[src/rtl/inst_fetch_if.sv]
// Fetch-stage bus bundle: PC handshake, byte-wide instruction memory port,
// flush input and the one-entry output buffer towards decode.
interface inst_fetch_if #(
  parameter int unsigned ADDR_WIDTH = 32
);
  logic [ADDR_WIDTH-1:0] pc_i;
  logic                  ce_i;
  logic                  pc_stall_o;
  logic [ADDR_WIDTH-1:0] mem_addr_o;
  logic                  mem_rd_o;
  logic [7:0]            mem_din_i;
  logic                  flush_i;
  logic [31:0]           inst_o;
  logic [ADDR_WIDTH-1:0] inst_pc_o;
  logic                  inst_misalign_o;
  logic                  inst_valid_o;
  logic                  id_ready_i;

  // The fetch block itself
  modport slave (
    input  pc_i, ce_i, mem_din_i, flush_i, id_ready_i,
    output pc_stall_o, mem_addr_o, mem_rd_o,
           inst_o, inst_pc_o, inst_misalign_o, inst_valid_o
  );

  // PC stage, memory and decode side
  modport master (
    output pc_i, ce_i, mem_din_i, flush_i, id_ready_i,
    input  pc_stall_o, mem_addr_o, mem_rd_o,
           inst_o, inst_pc_o, inst_misalign_o, inst_valid_o
  );
endinterface

[src/rtl/inst_fetch.sv]
// Instruction fetch stage: reads a 32-bit instruction one byte per cycle over
// an 8-bit memory port, assembles it little-endian and holds it in a
// one-entry buffer until decode takes it. Misaligned PCs skip memory and
// produce a flagged zero instruction.
module inst_fetch #(
  parameter int unsigned ADDR_WIDTH = 32
) (
  input  logic        clk,
  input  logic        rst,
  inst_fetch_if.slave bus
);

  typedef enum logic [2:0] {IDLE, B0, B1, B2, B3, LAST} state_t;

  state_t                state, state_nxt;
  logic [ADDR_WIDTH-1:0] fetch_pc;
  logic [ADDR_WIDTH-1:0] addr_q;
  logic [7:0]            byte0, byte1, byte2;
  logic                  accept;
  logic                  aligned;
  logic                  strobe;

  logic [31:0]           inst_q;
  logic [ADDR_WIDTH-1:0] inst_pc_q;
  logic                  misalign_q;
  logic                  valid_q;

  // Accept decision, read strobe and next-state selection
  always_comb begin
    accept    = (state == IDLE) && bus.ce_i && !bus.flush_i &&
                (!valid_q || bus.id_ready_i);
    aligned   = (bus.pc_i[1:0] == 2'b00);
    strobe    = (state == B0) || (state == B1) || (state == B2) || (state == B3);
    state_nxt = state;
    if (bus.flush_i) begin
      state_nxt = IDLE;
    end else begin
      case (state)
        IDLE:    if (accept && aligned) state_nxt = B0;
        B0:      state_nxt = B1;
        B1:      state_nxt = B2;
        B2:      state_nxt = B3;
        B3:      state_nxt = LAST;
        LAST:    state_nxt = IDLE;
        default: state_nxt = IDLE;
      endcase
    end
  end

  // State register
  always_ff @(posedge clk or negedge rst) begin
    if (!rst) state <= IDLE;
    else      state <= state_nxt;
  end

  // Fetch address and memory address; the memory address is a running
  // pointer so it naturally holds its last value once the strobes stop
  always_ff @(posedge clk or negedge rst) begin
    if (!rst) begin
      fetch_pc <= '0;
      addr_q   <= '0;
    end else if (accept && aligned) begin
      fetch_pc <= bus.pc_i;
      addr_q   <= bus.pc_i;
    end else if (!bus.flush_i && (state == B0 || state == B1 || state == B2)) begin
      addr_q   <= addr_q + ADDR_WIDTH'(1);
    end
  end

  // Capture the bytes returning one cycle after each strobe
  always_ff @(posedge clk or negedge rst) begin
    if (!rst) begin
      byte0 <= '0;
      byte1 <= '0;
      byte2 <= '0;
    end else begin
      case (state)
        B1:      byte0 <= bus.mem_din_i;
        B2:      byte1 <= bus.mem_din_i;
        B3:      byte2 <= bus.mem_din_i;
        default: ;
      endcase
    end
  end

  // Output buffer: flush clears, completed or misaligned fetch loads,
  // decode consumption releases
  always_ff @(posedge clk or negedge rst) begin
    if (!rst) begin
      inst_q     <= '0;
      inst_pc_q  <= '0;
      misalign_q <= 1'b0;
      valid_q    <= 1'b0;
    end else if (bus.flush_i) begin
      misalign_q <= 1'b0;
      valid_q    <= 1'b0;
    end else if (state == LAST) begin
      inst_q     <= {bus.mem_din_i, byte2, byte1, byte0};
      inst_pc_q  <= fetch_pc;
      misalign_q <= 1'b0;
      valid_q    <= 1'b1;
    end else if (accept && !aligned) begin
      inst_q     <= '0;
      inst_pc_q  <= bus.pc_i;
      misalign_q <= 1'b1;
      valid_q    <= 1'b1;
    end else if (bus.id_ready_i) begin
      valid_q    <= 1'b0;
    end
  end

  // Drive the bus outputs
  always_comb begin
    bus.pc_stall_o      = !accept;
    bus.mem_rd_o        = strobe;
    bus.mem_addr_o      = addr_q;
    bus.inst_o          = inst_q;
    bus.inst_pc_o       = inst_pc_q;
    bus.inst_misalign_o = misalign_q;
    bus.inst_valid_o    = valid_q;
  end

endmodule

[src/flat_wrapper.sv]
// flat-port wrapper written by rule: the top's interface ports become plain ports
module inst_fetch_flat 
#(
  parameter int unsigned ADDR_WIDTH = 32
)
  (clk, rst, bus_pc_i, bus_ce_i, bus_mem_din_i, bus_flush_i, bus_id_ready_i, bus_pc_stall_o, bus_mem_addr_o, bus_mem_rd_o, bus_inst_o, bus_inst_pc_o, bus_inst_misalign_o, bus_inst_valid_o);
  inst_fetch_if #(.ADDR_WIDTH(ADDR_WIDTH)) bus_i ();
  input  logic clk;
  input  logic rst;
  input wire logic [$bits(bus_i.pc_i)-1:0] bus_pc_i;
  input wire logic [$bits(bus_i.ce_i)-1:0] bus_ce_i;
  input wire logic [$bits(bus_i.mem_din_i)-1:0] bus_mem_din_i;
  input wire logic [$bits(bus_i.flush_i)-1:0] bus_flush_i;
  input wire logic [$bits(bus_i.id_ready_i)-1:0] bus_id_ready_i;
  output wire logic [$bits(bus_i.pc_stall_o)-1:0] bus_pc_stall_o;
  output wire logic [$bits(bus_i.mem_addr_o)-1:0] bus_mem_addr_o;
  output wire logic [$bits(bus_i.mem_rd_o)-1:0] bus_mem_rd_o;
  output wire logic [$bits(bus_i.inst_o)-1:0] bus_inst_o;
  output wire logic [$bits(bus_i.inst_pc_o)-1:0] bus_inst_pc_o;
  output wire logic [$bits(bus_i.inst_misalign_o)-1:0] bus_inst_misalign_o;
  output wire logic [$bits(bus_i.inst_valid_o)-1:0] bus_inst_valid_o;
  assign bus_i.pc_i = bus_pc_i;
  assign bus_i.ce_i = bus_ce_i;
  assign bus_i.mem_din_i = bus_mem_din_i;
  assign bus_i.flush_i = bus_flush_i;
  assign bus_i.id_ready_i = bus_id_ready_i;
  assign bus_pc_stall_o = bus_i.pc_stall_o;
  assign bus_mem_addr_o = bus_i.mem_addr_o;
  assign bus_mem_rd_o = bus_i.mem_rd_o;
  assign bus_inst_o = bus_i.inst_o;
  assign bus_inst_pc_o = bus_i.inst_pc_o;
  assign bus_inst_misalign_o = bus_i.inst_misalign_o;
  assign bus_inst_valid_o = bus_i.inst_valid_o;
  inst_fetch #(.ADDR_WIDTH(ADDR_WIDTH)) u_core (.clk(clk), .rst(rst), .bus(bus_i));
endmodule
[config.mk]
export PLATFORM = sky130hd
export DESIGN_NAME = inst_fetch_flat
export DESIGN_NICKNAME = d
export VERILOG_FILES = /design/src/rtl/inst_fetch_if.sv /design/src/rtl/inst_fetch.sv /design/src/flat_wrapper.sv
export SDC_FILE = /design/constraint.sdc
export NUM_CORES = 1
export LEC_CHECK = 0
export ABC_AREA = 1
export CORE_MARGIN = 10
export CORE_UTILIZATION = 35
export CTS_BUF_LIST = sky130_fd_sc_hd__clkbuf_8
export DETAILED_ROUTE_END_ITERATION = 16
export PLACE_DENSITY = 0.68
export SYNTH_ARGS = -nofsm -noshare
export SYNTH_HDL_FRONTEND = slang
export SYNTH_SLANG_ARGS = --single-unit
[constraint.sdc]
create_clock -name clk -period 1.95 [get_ports clk]
set_input_delay 0.2925 -clock clk [delete_from_list [all_inputs] [get_ports clk]]
set_output_delay 0.2925 -clock clk [all_outputs]
set_load 0.05 [all_outputs]
==> out/qor.yml, run 1 <==
outcome:
  status: "complete, no violations"
critical_path:
  crit_type: "register to output port"
  crit_start: "u_core.bus.inst_o[2]"
  cp_slowest_cell: "clkdlybuf4s50_1"
  worst-path-stages: 1
  r2r_slack_ps: 190
  crit_buf_inv: 1
  endpoint: "bus_inst_o[2]"
  r2r_end: "u_core.bus.mem_addr_o[27]"
  rr_worst_depth: 8
  worstReg2RegStart: "u_core.bus.mem_addr_o[2]"
  critPathMaxStageDelay_ps: 800
  cp_data_arrival_time_ps: 1600
  crit_fanout: 2
  cp_top_family: "buffers and inverters"
  crit_chain: "clkdlybuf4s50_1"
  start_kind: "register"
  crit_path_end_kind: "output port"
  worstPathRequired_ps: 1660
cells_and_area:
  syn2layout_area_growth_pct: 30.8
  num-nets-final: 1169
  final_cell_mix: "nand2_1 (388), dfrtp_1 (155), nand3_1 (115)"
  final_area_sq_um: 9640
  fillers: 2126
  fin_util: 0.461
  final_common_cell: "nand2_1"
  n_antenna_cell: 0
  layout-drive-gt1-share: 0.107
timing:
  finalWorstSetupSlack_ps: 53.4
  setup_viol_count_final: 0
  rsz0062_at_grt: "no"
  clock.fmax_ghz: 0.527
  hold_viol: 0
  worstMarginPinSlew_ps: 542
  fin_crit_sh: 0.973
  relSlewSlack: 0.640
  fin_crit_ps: 1900
  holdWs_ps: 357
  skew_ps: 14.7
  drv_slew: 0
place:
  dp_hpwl_mm: 16.3
  gp_congestion: 0.893
  dpl_worst_slack_ps: -22.8
  portBuffers: 144
  placed_cell_area_sq_um: 9210
synthesis:
  postSynthCellCount: 967
  avgSynthCellArea_sq_um: 7.62
  yosys_warnings: 0
  synthesis.area_sq_um: 7370
  ys_ff_latch: 157
  synth_cell_types: 23
  synth_nets: 1013
  synth_area_leaders: "dfrtp_1 (53%), nand2_1 (20%), nand3_1 (7.8%), o21ai_0 (5.6%), inv_1 (4.9%)"
  synth_top_cell_area_share: 0.533
  yosysTopAreaCell: "dfrtp_1"
  ys_seq_area_frac: 0.533
route:
  routed.top_layer: "met4"
  drc_errors: 0
  drt_wl_total_mm: 21.7
  via_per_inst: 4.72
  dr.pass1.iters: 5
  ant_nets: 0
  dr_wl_met3_mm: 1.55
  met2WireLength_mm: 9.99
  vias: 6656
  wl_per_cell_um: 15.4
  drtIter0Drc: 458
  drt-met1-wl_mm: 9.92
global_routing:
  grt_pass1_vias: 6569
  antenna_found_initial: 0
  grt_max_degree: 51
  grt_overflow: 0
  track_usage: 0.161
  grt_pass1_wl_mm: 34.6
floorplan:
  initial_utilization: 0.353
  die_h_um: 165
  die_w_um: 165
  die_area_sq_um: 27300
  num_rows: 53
  core_region_area_sq_um: 20900
  ioPinCount: 145
clocking:
  cts_tree: "yes"
  clock-sinks: 157
  cts_max_path_buffers: 2
  htreeDepth: 4
  cts_buffers: 17
  clock_latency_ps: 450
  cts_root_buffer: "clkbuf_8"
  cts.clk_slew.worst_paths_ps: 90
hold_path:
  hold_class: "input port to async pin"
power_and_ir_drop:
  power.leakage_nw: 5.26
  powerDensity_nw_per_um2: 1490
  vdd_drop_max_v: 0.00106
flow_run:
  cap_violations: 0
-- Yosys cell counts --
| library cell | instances |
|---|---|
| nand3_2 | 1 |
| nor2_2 | 1 |
| o211ai_1 | 2 |
| inv_1 | 96 |
| nor2_1 | 50 |
| nand2_1 | 390 |
| o21ai_0 | 83 |
| clkbuf_1 | 17 |
| xor2_1 | 2 |
| xnor2_1 | 4 |
| nand3_1 | 115 |
| a21oi_1 | 1 |
| buf_6 | 1 |
| dfrtp_1 | 157 |
| o21ai_1 | 9 |
| buf_2 | 21 |
| nand2_2 | 3 |
| nand4_1 | 1 |
| ha_1 | 1 |
| buf_4 | 2 |
| inv_2 | 3 |
| nor2_4 | 2 |
| o21bai_1 | 5 |
-- cell type report --
cell class | count | area [sq um] | area share
repair buffers | 178 | 1690 | 0.175
clock buffers | 18 | 248 | 0.0257
inverters | 99 | 372 | 0.0386
multi-input cells | 670 | 2890 | 0.300
well taps | 275 | 344 | 0.0357
flip-flops and latches | 157 | 3930 | 0.408
clock inverters | 14 | 163 | 0.0169
-- flip-flops by register name, indices dropped and copies added, names as in the netlist --
| register | flops |
|---|---|
| u_core.bus.inst_misalign_o | 1 |
| u_core.fetch_pc | 32 |
| u_core.bus.inst_pc_o | 32 |
| u_core.bus.inst_valid_o | 1 |
| u_core.bus.mem_addr_o | 32 |
| u_core.byte1 | 8 |
| u_core.bus.inst_o | 32 |
| u_core.state | 3 |
| u_core.byte0 | 8 |
| u_core.byte2 | 8 |
-- routing by layer --
| layer | GRT usage | vias up |
|---|---|---|
| met3 | 0.0416 | 16 |
| met5 | 0 | - |
| met2 | 0.254 | 184 |
| met4 | 0.0427 | 0 |
| li1 | - | 3335 |
| met1 | 0.216 | 3121 |
-- metrics by stage --
stage               total power, mW  setup TNS (ps)  instances
finish                         14.4               0       1411
global route                   15.3               0       1411
CTS                            14.5               0       1410
detailed placement             12.2           -22.8       1377
global placement               12.1               0       1377
floorplan                      9.71               0        967
-- how the worst min path moves through the flow --
| stage | depth (start not counted) | startpoint | to | slack, ps |
|---|---|---|---|---|
| floorplan | 0 | rst | u_core.bus.inst_misalign_o | -3 |
| global placement | 1 | rst | u_core.bus.inst_o[19] | 280 |
| detailed placement | 1 | rst | u_core.bus.inst_o[27] | 280 |
| CTS | 2 | rst | u_core.bus.inst_o[27] | 350 |
| global route | 2 | rst | u_core.bus.inst_o[19] | 370 |
| finish | 2 | rst | u_core.bus.inst_o[19] | 360 |
-- where the power goes --
group | internal, mW | total [mW] | switching [mW]
Sequential | 4.52 | 5.56 | 1.04
Clock | 1.20 | 2.50 | 1.30
Combinational | 1.86 | 6.30 | 4.43
-- cell families after synthesis --
group / Yosys count / share of synthesized area
DFF: 157 / 0.533
buffers and inverters: 140 / 0.0769
and+or+nand+nor: 563 / 0.311
adders and majority gates: 1 / 0.00170
AOI/OAI and AO/OA: 100 / 0.0703
xor gates and xnor gates: 6 / 0.00713
-- worst reg2reg max path: stages (launching register included) --
cell and delay, ps:
dfrtp_1 440, nand2_1 70, nor2_1 310, nand2_1 260
nor2_1 260, nand2_1 100, nand2_1 70, nand3_1 110
nand2_1 90
-- timing repair --
action / CTS / global route
setup endpoints to repair: 44 / 26
resized for setup: 44 / 20
pin swaps: 0 / 1
setup buffers: 0 / 1
gates cloned: 0 / 0
hold buffers: 1 / 0
hold endpoints to repair: 47 / 0
(Power assumes the default switching activity.)
==> inputs of run 2 (changes only) <==
--- a/config.mk
+++ b/config.mk
@@ -11,6 +11,7 @@
 export CTS_BUF_LIST = sky130_fd_sc_hd__clkbuf_8
 export DETAILED_ROUTE_END_ITERATION = 16
 export PLACE_DENSITY = 0.68
+export SLEW_MARGIN = 10
 export SYNTH_ARGS = -nofsm -noshare
 export SYNTH_HDL_FRONTEND = slang
 export SYNTH_SLANG_ARGS = --single-unit
==> constraint.sdc (replaced) <==
create_clock -name clk -period 1.95 [get_ports clk]
set_input_delay 0.39 -clock clk [delete_from_list [all_inputs] [get_ports clk]]
set_output_delay 0.39 -clock clk [all_outputs]
set_load 0.05 [all_outputs]
==> out/qor.yml, run 2 (synthesis results as in run 1) <==
outcome:
  status: "complete, no violations"
power_and_ir_drop:
  clockPowerShare: 0.178  # +0.004
  p_total_mw: 14.5  # +1.1%
  pwr-share-comb: 0.439  # about the same
  powerDensity_nw_per_um2: 1500  # +0.96%
  switching_share: 0.466  # -0.00505
  power.leakage_nw: 5.12  # -2.7%
  vdd_drop_max_v: 0.00113  # +7.2%
  power_frac_seq: 0.383  # -0.004
  p_int_mw: 7.74  # +2.0%
  p_sw_mw: 6.77  # about the same
route:
  drt_wl_total_mm: 21.6  # -0.25%
  drc_errors: 0  # unchanged
  dr.pass1.iters: 5  # unchanged
  wl_per_cell_um: 15.2  # -1.0%
  ant_nets: 0  # unchanged
  vias: 6726  # +1.1%
  via_per_inst: 4.73  # +0.27%
  drtIter0Drc: 550  # +20%
timing:
  fin_crit_ps: 1900  # +1.37 ps
  skew_ps: 15.2  # +0.561 ps
  clock.fmax_ghz: 0.527  # about the same
  finalWorstSetupSlack_ps: 52.0  # -1.37 ps
  fin_crit_sh: 0.973  # about the same
  worstMarginPinSlew_ps: 535  # -6.91 ps
  drv_slew: 0  # unchanged
  setup_tns_ps: 0  # unchanged
  rsz0062_at_grt: "no"
  hold_viol: 0  # unchanged
  holdWs_ps: 408  # +51.0 ps
  relSlewSlack: 0.645  # +0.00459
  setup_viol_count_final: 0  # unchanged
clocking:
  cts_buffers: 17  # unchanged
  htreeDepth: 4  # unchanged
  cts_tree: "yes"
  clock_latency_ps: 460  # about the same
  clock-sinks: 157  # unchanged
  cts.clk_slew.worst_paths_ps: 90  # about the same
  cts_max_path_buffers: 2  # unchanged
  cts_root_buffer: "clkbuf_8"
place:
  gp_congestion: 0.863  # -3.4%
  dp_hpwl_mm: 16.3  # +0.21%
  dpl_worst_slack_ps: -65.5  # -42.7 ps
  dp.cells: 1385  # +0.58%
  placed_cell_area_sq_um: 9210  # about the same
  portBuffers: 144  # unchanged
global_routing:
  track_usage: 0.160  # -0.000697
  grt_pass1_vias: 6529  # -0.61%
  grt_overflow: 0  # unchanged
  grt_max_degree: 45  # -12%
  grt_pass1_wl_mm: 34.5  # -0.30%
  antenna_found_initial: 1  # +1
floorplan:
  die_h_um: 165  # unchanged
  ioPinCount: 145  # unchanged
  die_w_um: 165  # unchanged
  die_area_sq_um: 27300  # unchanged
  initial_utilization: 0.353  # unchanged
  core_region_area_sq_um: 20900  # unchanged
  num_rows: 53  # unchanged
critical_path:
  crit_chain: "nor2_4 -> nand3_2 -> nor2_4 -> inv_2 -> buf_6"
  crit_type: "register to output port"
  critPathMaxStageDelay_ps: 440  # -360 ps
  cp_slowest_cell: "dfrtp_2"
  worstPathRequired_ps: 1560  # -100 ps
  cp_top_family: "flip-flops"
  cp_data_arrival_time_ps: 1510  # -90 ps
  crit_path_end_kind: "output port"
  cp_common_cell: "nor2_4"
  crit_buf_inv: 2  # +1
  rr_worst_depth: 7  # -1
  start_kind: "register"
  crit_fanout: 4  # +2
  worst-path-stages: 5  # +4
cells_and_area:
  final_cell_mix: "nand2_1 (388), dfrtp_1 (155), nand3_1 (115)"
  finalNonFillerCells: 1422  # +0.78%
  layout-drive-gt1-share: 0.147  # +0.0392
  final_area_sq_um: 9650  # +0.12%
  final_common_cell: "nand2_1"
  fin_util: 0.462  # +0.000539
  num-nets-final: 1180  # +0.94%
  fillers: 2098  # -1.3%
  syn2layout_area_growth_pct: 30.9
flow_run:
  cap_violations: 0  # unchanged
hold_path:
  hold_class: "input port to async pin"
## run 2: cell count changes in the layout (fill, tap and decap cells not counted), sizes merged
cell	previous run	this run
buf	73	119
dlygate4sd2	44	26
dlymetal6s2s	15	0
clkdlybuf4s50	45	43
bufinv	2	3
clkbuf	18	17
clkinv	4	3
diode	0	1
## run 2: cell type report
class                   count  area (sq um)  area share
inverters                  99           372      0.0385
flip-flops and latches    157          3930       0.407
multi-input cells         670          2890       0.299
clock inverters            14           184      0.0191
repair buffers            189          1690       0.176
diodes                      1          2.50    0.000259
well taps                 275           344      0.0357
clock buffers              17           234      0.0243
## run 2: per-layer routing
layer  track usage  routed length [um]  up-vias
li1              -                   -     3349
met1         0.215                9560     3133
met2         0.249                9830      220
met3        0.0449                1900       24
met4        0.0447                 318        0
met5             0                   0        -
## run 2: path summary, 6_finish.rpt
path                                                from                        end  slack [ps]
worst max register to register  u_core.bus.mem_addr_o[2]  u_core.bus.mem_addr_o[23]         200
worst min register to register     u_core.bus.inst_o[18]      u_core.bus.inst_o[18]         470
worst min-delay path                                 rst      u_core.bus.inst_o[18]         410
worst max-delay path                     u_core.state[0]             bus_pc_stall_o          50
max in group asynchronous                            rst   u_core.bus.inst_pc_o[14]         900
min in group clk                   u_core.bus.inst_o[18]      u_core.bus.inst_o[18]         470
## run 2: power groups by stage
stage / clock network [mW] / registers (mW) / logic (mW)
5_1_grt: 2.78 / 5.75 / 6.92
3_3_place_gp: 0 / 5.58 / 6.39
4_1_cts: 2.65 / 5.56 / 6.44
3_5_place_dp: 0 / 5.61 / 6.47
2_1_floorplan: 0 / 7.98 / 1.74
6_report: 2.59 / 5.56 / 6.36
## run 2: timing repair
action,4_1_cts,5_1_grt
hold buffers,1,0
hold endpoints to repair,36,0
cloned,0,0
endpoints found under the setup margin,27,5
pin swaps,2,2
buffers inserted,3,1
resized for setup,27,4
==> inputs of run 3 (changes only) <==
--- a/config.mk
+++ b/config.mk
@@ -6,12 +6,15 @@
 export NUM_CORES = 1
 export LEC_CHECK = 0
 export ABC_AREA = 1
+export CELL_PAD_IN_SITES_DETAIL_PLACEMENT = 0
+export CELL_PAD_IN_SITES_GLOBAL_PLACEMENT = 1
 export CORE_MARGIN = 10
 export CORE_UTILIZATION = 35
 export CTS_BUF_LIST = sky130_fd_sc_hd__clkbuf_8
 export DETAILED_ROUTE_END_ITERATION = 16
-export PLACE_DENSITY = 0.68
-export SLEW_MARGIN = 10
+export GPL_ROUTABILITY_DRIVEN = 1
+export PLACE_DENSITY = 0.85
+export SLEW_MARGIN = 20
 export SYNTH_ARGS = -nofsm -noshare
 export SYNTH_HDL_FRONTEND = slang
 export SYNTH_SLANG_ARGS = --single-unit
==> out/qor.yml, run 3 (synthesis results as in run 1) <==
critical_path:
  r2r_end: "u_core.bus.inst_pc_o[28]"
  crit_path_end_kind: "output port"
  rr_worst_depth: 11  # +4
  worstReg2RegStart: "u_core.state[1]"
  crit_buf_inv: 3  # +1
  crit_fanout: 3  # -1
  cp_data_arrival_time_ps: 1510  # about the same
  crit_chain: "nor2_4 -> buf_4 -> inv_1 -> nand2_1 -> nand2_2 -> buf_12"
  r2r_slack_ps: 200  # about the same
  critPathMaxStageDelay_ps: 420  # -20 ps
  cp_top_family: "flip-flops"
  worstPathRequired_ps: 1560  # about the same
  start_kind: "register"
  cp_slowest_cell: "dfrtp_1"
  crit_type: "register to output port"
floorplan:
  initial_utilization: 0.353  # unchanged
  die_w_um: 165  # unchanged
  die_area_sq_um: 27300  # unchanged
  core_region_area_sq_um: 20900  # unchanged
  ioPinCount: 145  # unchanged
  num_rows: 53  # unchanged
  die_h_um: 165  # unchanged
clocking:
  cts_tree: "yes"
  cts_max_path_buffers: 2  # unchanged
  cts_buffers: 17  # unchanged
  cts.clk_slew.worst_paths_ps: 90  # about the same
  cts_root_buffer: "clkbuf_8"
  clock_latency_ps: 460  # about the same
  htreeDepth: 4  # unchanged
  clock-sinks: 157  # unchanged
cells_and_area:
  n_antenna_cell: 0  # -1
  final_cell_mix: "nand2_1 (387), dfrtp_1 (156), nand3_1 (115)"
  num-nets-final: 1172  # -0.68%
  syn2layout_area_growth_pct: 30.0
  final_common_cell: "nand2_1"
  fillers: 2165  # +3.2%
  layout-drive-gt1-share: 0.140  # -0.00612
  finalNonFillerCells: 1414  # -0.56%
route:
  drtIter0Drc: 364  # -34%
  drc_errors: 0  # unchanged
  wl_per_cell_um: 15.2  # about the same
  ant_nets: 0  # unchanged
  vias: 6649  # -1.1%
  dr.pass1.iters: 5  # unchanged
  drt_wl_total_mm: 21.5  # -0.59%
  via_per_inst: 4.70  # -0.59%
power_and_ir_drop:
  vdd_drop_max_v: 0.000962  # -15%
  p_sw_mw: 6.77  # about the same
  pwr-share-comb: 0.440  # about the same
  switching_share: 0.471  # +0.00438
  power_frac_seq: 0.388  # +0.005
  power.leakage_nw: 5.09  # -0.56%
  p_total_mw: 14.4  # -0.99%
  powerDensity_nw_per_um2: 1500  # -0.30%
  p_int_mw: 7.60  # -1.8%
  clockPowerShare: 0.173  # -0.005
global_routing:
  grt_pass1_wl_mm: 34.5  # about the same
  track_usage: 0.160  # -0.000229
  antenna_found_initial: 0  # -1
  grt_overflow: 0  # unchanged
  grt_pass1_vias: 6415  # -1.7%
  grt_max_degree: 49  # +8.9%
place:
  gp_congestion: 0.857  # -0.64%
  dp.cells: 1377  # -0.58%
  portBuffers: 144  # unchanged
  dp_hpwl_mm: 16.1  # -1.5%
flow_run:
  cap_violations: 0  # unchanged
timing:
  holdWs_ps: 443  # +34.3 ps
  drv_slew: 0  # unchanged
  hold_viol: 0  # unchanged
  fin_crit_sh: 0.977  # +0.00354
  relSlewSlack: 0.642  # -0.00301
  setup_viol_count_final: 0  # unchanged
  clock.fmax_ghz: 0.525  # -0.36%
  skew_ps: 10.6  # -4.61 ps
  fin_crit_ps: 1900  # +6.90 ps
  worstMarginPinSlew_ps: 536  # +1.09 ps
outcome:
  status: "complete, no violations"
hold_path:
  hold_class: "input port to async pin"
-- run 3: cell count changes in the layout (fill, tap and decap cells not counted), sizes merged --
cell	change
buf	-9
bufinv	-1
clkinv	+2
clkinvlp	-1
diode	-1
dlygate4sd2	+1
inv	+1
-- run 3: area by class of cell --
type | count | area [sq um] | share of cell area
clock buffers | 17 | 234 | 0.0244
clock inverters | 15 | 163 | 0.0170
inverters | 99 | 372 | 0.0388
multi-input cells | 670 | 2890 | 0.302
flip-flops and latches | 157 | 3930 | 0.410
well taps | 275 | 344 | 0.0359
repair buffers | 181 | 1650 | 0.172
-- run 3: what timing repair did --
| item | 4_1_cts | 5_1_grt |
|---|---|---|
| pin swaps | 2 | 1 |
| setup endpoints to repair | 28 | 9 |
| hold endpoints to repair | 42 | 0 |
| cloned | 0 | 0 |
| hold buffers | 1 | 0 |
| buffers inserted | 4 | 1 |
| gates resized for setup | 28 | 4 |
-- run 3: power by group through the flow --
stage                     Clock [mW]  Sequential [mW]  Combinational, mW
after floorplan                    0             7.98               1.74
final                           2.48             5.57               6.32
after global routing            2.68             5.76               6.87
after detailed placement           0             5.63               6.43
after global placement             0             5.60               6.38
after CTS                       2.53             5.57               6.40
-- run 3: worst max path at each step --
stage	from	end	slack [ps]	depth (start not counted)
floorplan	u_core.bus.mem_addr_o[0]	u_core.bus.mem_addr_o[20]	10	8
global placement	bus_id_ready_i	bus_pc_stall_o	-40	8
detailed placement	bus_id_ready_i	u_core.bus.inst_pc_o[8]	-50	11
CTS	u_core.state[1]	bus_mem_rd_o	20	6
global route	u_core.state[1]	bus_mem_rd_o	-10	5
finish	u_core.state[1]	bus_mem_rd_o	50	6
-- run 3: metrics by stage --
stage,util,TNS (ps),setup slack [ps],instance area (sq um)
after floorplan,-,0,12.8,7370
after CTS,0.458,0,19.0,9560
after detailed placement,0.439,-1520,-45.4,9170
after global routing,0.459,-10.9,-10.9,9580
after global placement,0.439,-1180,-42.5,9170
final,0.459,0,45.1,9580
-- run 3: per-layer routing --
| layer | vias to the layer above | track usage | share of wire |
|---|---|---|---|
| li1 | 3347 | - | - |
| met1 | 3100 | 0.218 | 0.46 |
| met2 | 173 | 0.250 | 0.47 |
| met3 | 29 | 0.0357 | 0.056 |
| met4 | 0 | 0.0463 | 0.018 |
| met5 | - | 0 | 0 |
